--- config.mk ---
export PLATFORM = sky130hd
export DESIGN_NAME = mux_rr_arbiter
export DESIGN_NICKNAME = d
export VERILOG_FILES = /design/src/rtl/mux_rr_arbiter.sv
export SDC_FILE = /design/constraint.sdc
export NUM_CORES = 1
export LEC_CHECK = 0
export CAP_MARGIN = 20
export CORE_ASPECT_RATIO = 1.4
export CORE_MARGIN = 10
export CORE_UTILIZATION = 45
export CTS_CLUSTER_DIAMETER = 150
export DETAILED_ROUTE_END_ITERATION = 16
export PLACE_DENSITY = 0.76
export SLEW_MARGIN = 25
export SYNTH_ARGS = -nofsm -noshare
export SYNTH_HDL_FRONTEND = slang
export SYNTH_SLANG_ARGS = --single-unit
--- constraint.sdc ---
create_clock -name clk -period 2.9 [get_ports clk]
set_clock_uncertainty 0.2 [all_clocks]
set_input_delay 0.725 -clock clk [delete_from_list [all_inputs] [get_ports clk]]
set_output_delay 0.725 -clock clk [all_outputs]
set_load 0.02 [all_outputs]
--- src/rtl/mux_rr_arbiter.sv ---
// mux_rr_arbiter
// Round-robin arbiter and sequencer for a shared 4:1 select datapath.
// Four requesters compete for the path. Each grant lasts at most HOLD cycles,
// or less if the owner drops its request. On release the priority pointer
// moves past the owner, and arbitration is redone on the same edge, so
// persistent requesters receive back-to-back grants with no idle cycle.
// The selected word is registered onto dout one cycle behind the grant.
//
// Ports:
//   clk       in   1   rising-edge clock
//   rst       in   1   asynchronous active-high reset
//   req       in   4   request per requester, held while the path is wanted
//   din0..3   in   DW  requester data words
//   gnt       out  4   registered one-hot grant, zero when idle
//   sel       out  2   registered index of the current or last grant
//   dout      out  DW  registered muxed data
//   dout_vld  out  1   dout was loaded on a granted cycle
//   busy      out  1   registered, high while a grant is active
module mux_rr_arbiter #(
    parameter int DW   = 3,
    parameter int HOLD = 4
) (
    input  logic          clk,
    input  logic          rst,
    input  logic [3:0]    req,
    input  logic [DW-1:0] din0,
    input  logic [DW-1:0] din1,
    input  logic [DW-1:0] din2,
    input  logic [DW-1:0] din3,
    output logic [3:0]    gnt,
    output logic [1:0]    sel,
    output logic [DW-1:0] dout,
    output logic          dout_vld,
    output logic          busy
);

    typedef enum logic {
        IDLE  = 1'b0,
        GRANT = 1'b1
    } state_t;

    localparam logic [3:0] HOLD_M1 = 4'(HOLD - 1);

    state_t        state_r, state_s;
    logic [1:0]    ptr_r, ptr_s;
    logic [3:0]    cnt_r, cnt_s;
    logic [3:0]    gnt_r, gnt_s;
    logic [1:0]    sel_r, sel_s;
    logic [DW-1:0] dout_r, dout_s;
    logic          vld_r, vld_s;
    logic          busy_r;

    logic [DW-1:0] mux_s;
    logic [2:0]    pick_idle_s;
    logic [2:0]    pick_rel_s;
    logic [1:0]    rel_base_s;

    // Returns {found, index} of the first set request, searching from base upward mod 4.
    function automatic logic [2:0] rr_pick(input logic [3:0] r, input logic [1:0] base);
        logic       found;
        logic [1:0] idx;
        logic [1:0] win;
        found = 1'b0;
        win   = 2'd0;
        for (int i = 0; i < 4; i++) begin
            idx = base + 2'(i);
            if (!found && r[idx]) begin
                found = 1'b1;
                win   = idx;
            end else begin
                found = found;
            end
        end
        return {found, win};
    endfunction

    // Selects the data word of the current owner.
    always_comb begin
        mux_s = din0;
        case (sel_r)
            2'd0:    mux_s = din0;
            2'd1:    mux_s = din1;
            2'd2:    mux_s = din2;
            2'd3:    mux_s = din3;
            default: mux_s = din0;
        endcase
    end

    // Two candidate arbitrations: from the pointer when idle, and from past
    // the current owner when a grant is being released.
    always_comb begin
        rel_base_s  = sel_r + 2'd1;
        pick_idle_s = rr_pick(req, ptr_r);
        pick_rel_s  = rr_pick(req, rel_base_s);
    end

    // Next-state, grant, counter and data decisions.
    always_comb begin
        state_s = state_r;
        ptr_s   = ptr_r;
        cnt_s   = cnt_r;
        gnt_s   = gnt_r;
        sel_s   = sel_r;
        dout_s  = dout_r;
        vld_s   = 1'b0;
        case (state_r)
            IDLE: begin
                if (req != 4'b0000) begin
                    state_s = GRANT;
                    gnt_s   = 4'b0001 << pick_idle_s[1:0];
                    sel_s   = pick_idle_s[1:0];
                    cnt_s   = HOLD_M1;
                end else begin
                    state_s = IDLE;
                    gnt_s   = 4'b0000;
                end
            end
            GRANT: begin
                // A cycle whose owner has dropped its request does not update dout.
                if (req[sel_r]) begin
                    dout_s = mux_s;
                    vld_s  = 1'b1;
                end else begin
                    dout_s = dout_r;
                    vld_s  = 1'b0;
                end
                if (!req[sel_r] || (cnt_r == 4'd0)) begin
                    ptr_s = rel_base_s;
                    if (pick_rel_s[2]) begin
                        state_s = GRANT;
                        gnt_s   = 4'b0001 << pick_rel_s[1:0];
                        sel_s   = pick_rel_s[1:0];
                        cnt_s   = HOLD_M1;
                    end else begin
                        state_s = IDLE;
                        gnt_s   = 4'b0000;
                    end
                end else begin
                    cnt_s = cnt_r - 4'd1;
                end
            end
            default: begin
                state_s = IDLE;
                gnt_s   = 4'b0000;
            end
        endcase
    end

    // State and output registers, cleared asynchronously by rst.
    always_ff @(posedge clk or posedge rst) begin
        if (rst) begin
            state_r <= IDLE;
            ptr_r   <= 2'd0;
            cnt_r   <= 4'd0;
            gnt_r   <= 4'b0000;
            sel_r   <= 2'd0;
            dout_r  <= '0;
            vld_r   <= 1'b0;
            busy_r  <= 1'b0;
        end else begin
            state_r <= state_s;
            ptr_r   <= ptr_s;
            cnt_r   <= cnt_s;
            gnt_r   <= gnt_s;
            sel_r   <= sel_s;
            dout_r  <= dout_s;
            vld_r   <= vld_s;
            busy_r  <= (state_s == GRANT);
        end
    end

    assign gnt      = gnt_r;
    assign sel      = sel_r;
    assign dout     = dout_r;
    assign dout_vld = vld_r;
    assign busy     = busy_r;

endmodule

==> results of run 1 <==
worst max-delay path by stage:
| stage | from | to | slack (ns) |
|---|---|---|---|
| after detailed placement | req[0] | gnt[1] | 0.12 |
| after global placement | req[0] | gnt[1] | 0.19 |
| after CTS | sel[1] | gnt[1] | 0.42 |
| after floorplan | sel[0] | gnt[1] | 0.47 |
| final | req[0] | gnt[1] | 0.41 |
| after global routing | sel[1] | gnt[1] | 0.28 |
through the flow:
step                      hold slack, ns  util, %  instance area, sq um  cells  total power [uW]
after floorplan                    0.262        -                  1050    114               994
after global placement             0.268     60.9                  1340    163              1240
after detailed placement           0.272     60.9                  1340    163              1270
after CTS                          0.296     62.2                  1370    167              1400
after global routing               0.327     62.2                  1370    167              1510
final                              0.288     62.2                  1370    167              1380
state kept, by name (all words and copies together) (netlist names):
signal / cells
cnt_r: 4
gnt: 4
dout: 3
ptr_r: 2
sel: 2
busy: 1
dout_vld: 1
logic make-up after synthesis:
group,Yosys count
compound gates,39
mux,4
buf+inv,16
fa+ha+maj,5
xor+xnor,1
simple gates,32
flops,17
placed cells by master, fill, tap and decap left out, drive strengths merged, types with 2 or more instances in the layout:
master / count
nand2b: 2
nand2: 12
clkdlybuf4s50: 28
a31oi: 3
clkbuf: 3
inv: 12
mux2: 2
and2: 2
a21oi: 10
o221ai: 2
dfrtp: 17
ha: 5
nor2: 8
o21ai: 11
a222oi: 4
buf: 3
where the power goes:
group	switching (uW)	internal, uW
combinational	448	397
clock	78.6	51.4
sequential	71.0	335
total	598	783
routing by layer:
layer / vias up / routed length, microns / track usage, %
li1: 478 / - / -
met1: 461 / 1040 / 11.8
met2: 33 / 1400 / 21.1
met3: 5 / 287 / 4.12
met4: 0 / 27 / 3.30
met5: - / 0 / 0
tightest hold or removal path, cell delays in order (launching register included):
cell and delay (ns):
dfrtp_1 0.35, nand2_1 0.04, o21ai_0 0.06
cell type report:
cell class,instances,area share (%)
Multi-Input combinational cell,81,39.5
Sequential cell,17,31.1
Timing Repair Buffer,31,22.1
Inverter,12,3.29
Tap cell,22,2.01
Clock buffer,3,1.65
Clock inverter,1,0.366
==> results_dict.tcl, run 1 <==
set metrics [dict create \
    crit_arrival_ns 2.53 \
    synth_top_family_by_area "compound AO/OA/AOI/OAI gates" \
    synth_most_common_cell "dfrtp_1" \
    hold_path.startpoint "dout[0]" \
    synth_edf_count 0 \
    multiInputGateArea_sq_um 541 \
    synth_simple_gate_area_share_pct 14.7 \
    wl_per_cell_microns 16.5 \
    reg2reg_depth 7 \
    synth_top_area_share_pct 40.5 \
    cp-start-kind "input port" \
    period_share_pct 85.9 \
    hp-class "register to register" \
    drive_gt1_share_pct 8.97 \
    post-route-min-period_ns 2.49 \
    min_to "dout[0]" \
    cts_sinks 17 \
    synthToLayoutAreaGrowth_pct 30.4 \
    ys_seq_area_share_pct 40.5 \
    cts_setup_buffers 0 \
    synth_compound_area_share_pct 24.8 \
    final.setup.worst_slack_ns 0.409 \
    pre_cts_ws_ns 0.116 \
    reg2reg_to "gnt[1]" \
    ys_async_sr_fraction_pct 100 \
    cp_data_required_time_ns 2.94 \
    cts_tree "done" \
    max_cap_viol_count 0 \
    port-buffer-count 28 \
    grt_pass1_wl_mm 4.46 \
    crit_path_end_kind "register" \
    finalHoldViolCount 0 \
    htree_num_levels 1 \
    setup_viol 0 \
    syn_nets 137 \
    drt-initial-drc-count 52 \
    crit_type "input port to register" \
    nFillCells 206 \
    nets 169 \
    synth-xor-area-share_pct 0.834 \
    tightest_slew_ns 0.665 \
    rrSetupSlack_ns 0.42 \
    slowest_stage "clkdlybuf4s50_1" \
    yosys_warnings 0 \
    clk_path_buf_depth 2 \
    ctsHoldBuffers 0 \
    cp.buffers_inverters 1 \
    gp_congestion 0.799 \
    cts_root_buf "clkbuf_4" \
    die_x_microns 60.8 \
    antenna_found_initial 0 \
    cp_top_family "compound AO/OA/AOI/OAI gates" \
    fmax_ghz 0.402 \
    yosysTopAreaCell "dfrtp_1" \
    synth_adder_area_share_pct 5.96 \
    power.density_nw_per_um2 1010 \
    drcViolationCount 0 \
    r2r-start "sel[1]" \
    cts_made_buffers 3 \
    status "complete, no violations" \
    design.die.area_sq_um 4690 \
    insertion_delay_ns 0.29 \
    synth_common_cells "17 x dfrtp_1, 12 x inv_1, 12 x nand2_1, 10 x a21oi_1, 9 x o21ai_0" \
    clkTransAtPathRegs_ns 0.10 \
    crit_chain "clkdlybuf4s50_1 > mux2_2 > a222oi_1 > nand3_1 > o221ai_1 > o21a_1" \
    postSynthAreaPerCell_sq_um 9.21 \
    power.leakage_uw 0.000606 \
    postCtsResizedCells 0 \
    synthMuxAreaShare_pct 5.24 \
    slew_headroom_pct 55.6 \
    yosysUniqueCellTypes 38 \
    final_antenna_net_count 0 \
    worstHoldPathCells 2 \
    grt_pass1_vias 979 \
    io_pins 29 \
    cp.depth 6 \
    std_cell_rows 20 \
    vias 977 \
    synth.area.top_cells "dfrtp_1 41%, ha_1 6.0%, a21oi_1 4.8%, o21ai_0 4.3%, inv_1 4.3%" \
    grt_overflow 0 \
    rsz0062_at_grt "false" \
    critPathMaxFanout 10 \
    grt_max_degree 18 \
    start_util_pct 47.7 \
    wl_mm 2.76 \
    fin_tns_setup_ns 0 \
    antenna_cells 0 \
    synth_flop_cell "dfrtp_1" \
    ir_drop_uv 630 \
    hpwl_mm 2.17 \
    core_sq_um 2200 \
    maxSlewViolCount 0 \
    viasPerCell 5.85 \
    area.sequential_sq_um 425 \
    cpPeakStageDelay_ns 0.56 \
    ys_seq_elements 17 \
    first_pass_iters 4 \
    track_usage_pct 11.7 \
    die_h_microns 77.2 \
    syn_inst 114 \
    syn_area_sq_um 1050 \
]
Power figures use the tool's default switching activity.
==> run 2, diff against run 1 <==
--- a/config.mk
+++ b/config.mk
@@ -11,8 +11,8 @@
 export CORE_UTILIZATION = 45
 export CTS_CLUSTER_DIAMETER = 150
 export DETAILED_ROUTE_END_ITERATION = 16
-export PLACE_DENSITY = 0.76
-export SLEW_MARGIN = 25
+export PLACE_DENSITY = 0.78
 export SYNTH_ARGS = -nofsm -noshare
 export SYNTH_HDL_FRONTEND = slang
 export SYNTH_SLANG_ARGS = --single-unit
+export TNS_END_PERCENT = 1
==> results_dict.tcl, run 2 (synthesized netlist as in run 1, its figures left out) <==
set metrics [dict create \
    status "complete, no violations" \
    p_comb_share_pct 61.4 \
    clk_path_buf_depth 2 \
    grt_pass1_vias 976 \
    hpwl_mm 2.09 \
    r2r-start "sel[1]" \
    crit_end "gnt[3]" \
    ctsHoldBuffers 0 \
    track_usage_pct 11.6 \
    drive_gt1_share_pct 8.33 \
    rsz0062_at_grt "false" \
    final_antenna_net_count 0 \
    dpl_cell_area_sq_um 1330 \
    rrSetupSlack_ns 0.50 \
    period_share_pct 87.6 \
    slew_headroom_pct 57.7 \
    std_cell_rows 20 \
    ir_drop_uv 687 \
    power_switching_uw 595 \
    tightest_slew_ns 0.634 \
    nFillCells 206 \
    setup_viol 0 \
    viasPerCell 5.92 \
    final_util_pct 61.8 \
    reg2reg_depth 8 \
    final_common_cell "clkdlybuf4s50_1" \
    grt_overflow 0 \
    cts_tree "done" \
    cts_sinks 17 \
    power.leakage_uw 0.000602 \
    die_x_microns 60.8 \
    antenna_found_initial 0 \
    power_frac_clock_pct 9.0 \
    area.sequential_sq_um 425 \
    start_util_pct 47.7 \
    crit_arrival_ns 2.50 \
    htree_num_levels 1 \
    drt-initial-drc-count 37 \
    postCtsResizedCells 0 \
    dp.cells 162 \
    critPathMaxFanout 10 \
    post-route-min-period_ns 2.54 \
    cp_data_required_time_ns 2.85 \
    power.density_nw_per_um2 1010 \
    layout.cells.non_filler 166 \
    antenna_cells 0 \
    grt_max_degree 18 \
    nets 168 \
    cp-start-kind "input port" \
    port-buffer-count 28 \
    max_cap_viol_count 0 \
    drcViolationCount 0 \
    gp_congestion 0.861 \
    design.die.area_sq_um 4690 \
    first_pass_iters 4 \
    core_sq_um 2200 \
    vias 983 \
    seqPwrFrac_pct 29.6 \
    clkTransAtPathRegs_ns 0.09 \
    maxSlewViolCount 0 \
    layout_common_cells "28 x clkdlybuf4s50_1, 17 x dfrtp_1, 12 x inv_1, 12 x nand2_1, 10 x a21oi_1" \
    multiInputGateArea_sq_um 541 \
    die_h_microns 77.2 \
    hold_path.startpoint "dout[2]" \
    final_area_sq_um 1360 \
    hp-class "register to register" \
    fin_tns_setup_ns 0 \
    synthToLayoutAreaGrowth_pct 29.7 \
    crit_path_end_kind "register" \
    fmax_ghz 0.394 \
    wl_per_cell_microns 16.0 \
    sw_frac_of_total_pct 43.1 \
    crit_type "input port to register" \
    reg2reg_to "gnt[1]" \
    grt_pass1_wl_mm 4.46 \
    cts_setup_buffers 0 \
    crit_start "req[0]" \
    wl_mm 2.65 \
    internal-power_uw 785 \
    io_pins 29 \
    insertion_delay_ns 0.29 \
    cts_root_buf "clkbuf_4" \
    cts_made_buffers 3 \
    finalHoldViolCount 0 \
]
-- run 2: per-stage QoR --
| step | hold slack, ns | setup slack [ns] | power (uW) |
|---|---|---|---|
| floorplan | 0.262 | 0.467 | 994 |
| global placement | 0.269 | 0.146 | 1240 |
| detailed placement | 0.275 | 0.0783 | 1270 |
| CTS | 0.301 | 0.397 | 1390 |
| global route | 0.331 | 0.295 | 1510 |
| finish | 0.294 | 0.359 | 1380 |
-- run 2: metal layers --
metal / up-vias / wire length [microns] / GRT usage (%)
met5: - / 0 / 0
met4: 0 / 14 / 3.96
met3: 2 / 258 / 4.28
met2: 37 / 1310 / 19.1
met1: 470 / 1070 / 13.0
li1: 474 / - / -
-- run 2: worst min-delay path by stage --
stage,to,slack [ns],cells after the start
3_3_place_gp,dout[1],0.27,2
4_1_cts,dout[2],0.30,2
3_5_place_dp,gnt[2],0.27,2
6_report,dout[2],0.29,2
2_1_floorplan,cnt_r[0],0.26,1
5_1_grt,cnt_r[0],0.33,1
-- run 2: power by group through the flow --
stage	Combinational [uW]	Clock (uW)	Sequential [uW]
floorplan	514	0	479
global placement	830	0	409
detailed placement	855	0	411
CTS	856	130	409
global route	944	142	423
finish	847	125	409
-- run 2: area by class of cell --
class,count,area share (%)
tap,22,2.02
inverter,12,3.31
clock buffer,3,1.65
timing repair buffer,30,21.7
multi-input combinational,81,39.7
clock inverter,1,0.368
sequential,17,31.2
-- run 2: worst max-delay path, stage by stage --
cell	delay, ns
clkdlybuf4s50_1	0.57
or4_1	0.71
and3_1	0.24
a32oi_1	0.16
o21ai_1	0.08
==> edit 1, RTL diff (flow settings as in run 1) <==
Set the parameter `DW` to 6 (it was 3). Comments in the files are not updated.
--- a/src/rtl/mux_rr_arbiter.sv
+++ b/src/rtl/mux_rr_arbiter.sv
@@ -18,5 +18,5 @@
 //   busy      out  1   registered, high while a grant is active
 module mux_rr_arbiter #(
-    parameter int DW   = 3,
+    parameter int DW   = 6,
     parameter int HOLD = 4
 ) (
Ports: changed (5 resized); port bits go from 29 to 44. No check against the original RTL was run, so the function may have changed too.
==> edit 1 against run 1 <==
  * Via count rose by 21%
  * First-iteration DRC count is 29% higher
  * Non-clock buffer count increased by 12
  * Die area up 8.3%
  * Routed wire length up 27%
  * Synthesized cell count grew 16%
  * Power increased by 22%
  * Final cell count up 25%
  * Sequential cell count increased by 3
  * Synthesized area grew 12%
  * Maximum frequency shrank 0.81%
  * Setup slack got worse by 0.020 ns
  * Final area up 23%
  * Critical path type is now reg -> out
  * Largest power group unchanged
==> edit 1: results (changes against run 1) <==
Setup path
  • Critical path arrival: 1.59 ns (-0.94 ns)
  • CP max stage delay: 0.69 ns (+0.13 ns)
  • FF-to-FF Start: sel[0]
  • Critical path fanouts, max: 12 (+2)
  • Reg2reg setup slack: 0.53 ns (+0.11 ns)
  • Worst reg2reg endpoint: gnt[2]
  • Family with the most delay on the worst path: buffers and inverters

Global route
  • First-pass GRT wire length: 5.60 mm (+26%)
  • All-Layer GR Usage: 0.138 (+0.0208)
  • Vias in the first global route: 1202 (+23%)
  • Largest net degree at the start of global routing: 21 (+3)

Placement
  • Routability congestion estimate: 0.817 (+2.2%)
  • Number of buffers added on ports: 43 (+54%)
  • DP Wirelength: 2.80 mm (+29%)

STA
  • Worst hold slack: 0.290 ns (+0.00177 ns)

Hold path
  • Worst hold path endpoint: cnt_r[3]
  • HP Start: cnt_r[3]
  • Cell count of the worst hold path: 1 (-1)

Synth
  • Post-synthesis sequential area ratio: 0.426 (+0.0207)
  • Syn Inst Count: 132 (+16%)
  • Fraction of the mapped netlist area in compound gates: 0.282 (+0.0343)
  • Xor and xnor fraction of the mapped netlist area: 0 (-0.00834)
  • Fraction of synthesized area in multiplexers: 0.0373 (-0.0152)
  • Synth cell types: 29 (-24%)
  • Most instantiated cells after synthesis: sky130_fd_sc_hd__dfrtp_1, sky130_fd_sc_hd__nand2_1, sky130_fd_sc_hd__a21oi_1, sky130_fd_sc_hd__nor2_1, sky130_fd_sc_hd__o21ai_0

Final layout
  • Number of standard cells in the layout, taps in and fillers out: 209 (+25%)
  • Layout filler cell count: 219 (+6.3%)

Route
  • Via-per-instance ratio: 5.67 (-3.2%)
  • Total iterations of the first detailed-routing run: 5 (+1)
  • Number of violations reported at the end of detailed-routing iteration 0: 67 (+29%)
  • DR WL/cell: 16.7 um (+1.2%)

Outcome
  • Run status: finished, final reports clean

Power
  • Peak supply drop: 644 uV (+2.1%)
  • Switch Pwr: 713 uW (+19%)
edit 1: cell count changes in the layout (fill, tap and decap cells not counted), moves of 3 or more:
| cell | run 1 | this run |
|---|---|---|
| sky130_fd_sc_hd__clkdlybuf4s50_1 | 28 | 43 |
| sky130_fd_sc_hd__nand2_1 | 12 | 18 |
| sky130_fd_sc_hd__a21oi_1 | 10 | 15 |
| sky130_fd_sc_hd__nor2_1 | 8 | 13 |
| sky130_fd_sc_hd__buf_4 | 3 | 0 |
| sky130_fd_sc_hd__dfrtp_1 | 17 | 20 |
| sky130_fd_sc_hd__inv_1 | 12 | 9 |
| sky130_fd_sc_hd__o21ai_0 | 9 | 12 |
edit 1: per-layer routing:
metal / global-route usage / wire (um)
met1: 0.134 / 1300
met2: 0.270 / 1940
met3: 0.0292 / 157
met4: 0.0636 / 93
met5: 0 / 0
edit 1: cell families after synthesis:
kind of cell / Yosys count
muxes: 3
adders and majority gates: 5
AOI/OAI and AO/OA: 50
and+or+nand+nor: 41
DFF: 20
buffers and inverters: 13
edit 1: worst max-delay path by stage:
| stage | from | endpoint | slack [ns] | cells past startpoint |
|---|---|---|---|---|
| 6_report | busy | busy | 0.39 | 1 |
| 5_1_grt | busy | busy | 0.29 | 1 |
| 4_1_cts | busy | busy | 0.38 | 1 |
| 3_5_place_dp | req[2] | sel[1] | 0.14 | 6 |
| 3_3_place_gp | req[2] | sel[1] | 0.19 | 6 |
| 2_1_floorplan | req[3] | sel[1] | 0.81 | 5 |
edit 1: power groups by stage:
stage,registers [uW],logic (uW),clock network [uW]
6_report,492,964,228
5_1_grt,519,1050,248
4_1_cts,495,970,234
3_5_place_dp,500,963,0
3_3_place_gp,497,941,0
2_1_floorplan,576,543,0
edit 1: cell type report:
class / instances / area share
Multi-Input combinational cell: 99 / 0.370
Tap cell: 34 / 0.0253
Clock buffer: 3 / 0.0134
Inverter: 9 / 0.0201
Sequential cell: 20 / 0.297
Timing Repair Buffer: 43 / 0.256
Clock inverter: 1 / 0.0178
edit 1: stage by stage:
| stage | power (uW) | instance area (sq um) |
|---|---|---|
| after floorplan | 1120 | 1170 |
| after global placement | 1440 | 1630 |
| after detailed placement | 1460 | 1630 |
| after CTS | 1700 | 1680 |
| after global routing | 1820 | 1680 |
| final | 1680 | 1680 |
==> edit 2, RTL diff (flow settings as in run 1) <==
Without the edit above. Reset style: synchronous (`rst`), changed in one clocked block. Comments in the files are not updated.
--- a/src/rtl/mux_rr_arbiter.sv
+++ b/src/rtl/mux_rr_arbiter.sv
@@ -148,5 +148,5 @@
 
     // State and output registers, cleared asynchronously by rst.
-    always_ff @(posedge clk or posedge rst) begin
+    always_ff @(posedge clk) begin
         if (rst) begin
             state_r <= IDLE;
Function: differs if rst is asserted again (counterexample within 4 cycles, from zero or initial values and one cycle with rst high); with rst held inactive, the same outputs for 10 cycles.
==> edit 2 against run 1 <==
  * Final area grew 4.7%
  * Global-route usage increased by 1.7 points
  * Worst hold slack better by 0.012 ns
  * Non-clock buffer count rose by 4
  * Sequential cell count did not move
  * First-iteration DRC count up 40%
  * Setup slack improved by 0.045 ns
  * Via count rose by 19%
  * Largest cell class unchanged
  * Sequential share of layout area decreased by 7.3 points
  * Synthesized area rose by 4.6%
  * Routed wire length increased by 16%
  * Critical path depth unchanged
Power is not compared: it rests on default switching activity, and its combinational part moved more than twofold at a synthesized area within 25%.
==> edit 2: results (changes against run 1) <==
Synth
  • Predominant post-synthesis flop cell: sky130_fd_sc_hd__dfxtp_1
  • Share of synthesized cell area in full adder, half adder and majority cells: 0.0569 (-0.00265)
  • Synth cell types: 37 (-2.6%)
  • Most instantiated cells after synthesis: sky130_fd_sc_hd__nor2_1, sky130_fd_sc_hd__dfxtp_1, sky130_fd_sc_hd__a21oi_1, sky130_fd_sc_hd__nand2_1, sky130_fd_sc_hd__clkbuf_1
  • Synth Net Count: 160 (+17%)
  • Warning count from the yosys run: 0 (unchanged)
  • Fraction of synthesized area in multiplexers: 0.0661 (+0.0136)
  • Fraction of the mapped netlist area in compound gates: 0.249 (+0.00152)
  • Synth top area cells: sky130_fd_sc_hd__dfxtp_1, sky130_fd_sc_hd__a21oi_1, sky130_fd_sc_hd__nor2_1
  • FFs w/ async S/R, synth: 0 (-1.00)
  • Post-synthesis sequential area ratio: 0.310 (-0.0954)
  • Xor and xnor fraction of the mapped netlist area: 0 (-0.00834)

Hold path
  • Worst hold path endpoint: gnt[3]
  • HP Start: gnt[3]
  • Cell count of the worst hold path: 2 (unchanged)

Power
  • Static leakage power: 0.000566 uW
  • Peak supply drop: 290 uV

Setup path
  • Critical path arrival: 2.42 ns (-0.11 ns)
  • CP max stage delay: 0.54 ns (-0.02 ns)
  • Worst r2r path cells: 7 (unchanged)
  • FF-to-FF Start: sel[1]
  • Worst reg2reg endpoint: gnt[3]
  • Critical path fanouts, max: 6 (-4)
  • Reg2reg setup slack: 0.64 ns (+0.22 ns)

Final layout
  • Number of nets in the finished design: 190 (+12%)
  • Fraction of layout cells with a size suffix above 1: 0.0843 (-0.00532)
  • Layout filler cell count: 217 (+5.3%)
  • Antenna diode count: 0 (unchanged)

Placement
  • Routability congestion estimate: 0.914 (+14%)
  • DP Wirelength: 2.60 mm (+19%)

Clock network
  • Resize count post-CTS: 0 (unchanged)
  • Clock tree buffer depth: 2 (unchanged)
  • Clock insertion delay at the later pin of the skew report: approximately 0.28 ns
  • H-tree depth: 1 (unchanged)
  • Setup Buffers After CTS: 0 (unchanged)

Global route
  • All-Layer GR Usage: 0.134 (+0.0173)
  • Largest net degree at the start of global routing: 16 (-2)
  • Vias in the first global route: 1159 (+18%)
  • Antenna violations before repair: 0 (unchanged)
  • First-pass GRT wire length: 5.18 mm (+16%)

Route
  • Via-per-instance ratio: 6.17 (+5.5%)
  • Total iterations of the first detailed-routing run: 4 (unchanged)
  • DR WL/cell: 16.9 um (+2.3%)
  • Number of violations reported at the end of detailed-routing iteration 0: 73 (+40%)

Outcome
  • Run status: finished, final reports clean

STA
  • Worst relative slew slack: 0.670 (+0.113)
edit 2: layer usage:
metal	up-vias	GRT usage	routed length, um
li1	562	-	-
met1	559	0.142	1250
met2	35	0.249	1780
met3	11	0.0129	86
met4	0	0.0583	77
met5	-	0	0
edit 2: cells by family (layout without fill, tap and decap cells):
logic type / Yosys count / after routing
buffers and inverters: 16 / 45
AOI/OAI and AO/OA: 41 / 41
muxes: 6 / 6
adders and majority gates: 5 / 5
and+or+nand+nor: 52 / 52
DFF: 17 / 17
edit 2: layout make-up:
class | count | area [sq um] | area share
well taps | 23 | 28.8 | 0.0201
repair buffers | 35 | 333 | 0.232
flip-flops and latches | 17 | 340 | 0.238
inverters | 6 | 22.5 | 0.0157
clock buffers | 4 | 26.3 | 0.0183
multi-input cells | 104 | 682 | 0.476
edit 2: per-stage QoR:
step	setup WS (ns)	area (sq um)	total power, uW	hold slack, ns	std cells
after detailed placement	0.186	1410	586	0.288	185
after CTS	0.462	1430	707	0.304	189
final	0.455	1430	705	0.301	189
after floorplan	0.564	1100	479	0.253	137
after global routing	0.348	1430	751	0.319	189
after global placement	0.225	1410	575	0.265	185
edit 2: how the worst max path moves through the flow:
stage,from,endpoint
2_1_floorplan,req[1],sel[0]
3_3_place_gp,req[1],sel[0]
3_5_place_dp,req[1],sel[0]
4_1_cts,busy,busy
5_1_grt,req[3],gnt[1]
6_report,req[1],gnt[2]
edit 2: worst register-to-register path, stage by stage, from the launching register on:
cell and delay [ns]:
sky130_fd_sc_hd__dfxtp_1 0.49, sky130_fd_sc_hd__inv_1 0.11, sky130_fd_sc_hd__ha_1 0.40, sky130_fd_sc_hd__a21oi_1 0.20, sky130_fd_sc_hd__a31oi_1 0.06, sky130_fd_sc_hd__a211oi_1 0.39
sky130_fd_sc_hd__a221oi_1 0.15, sky130_fd_sc_hd__nor3_1 0.19
edit 2: report_power, final:
group | switching, uW | total (uW) | internal, uW
Sequential | 24.4 | 283 | 259
Combinational | 161 | 299 | 138
Clock | 69.5 | 123 | 53.4
Total | 255 | 705 | 451
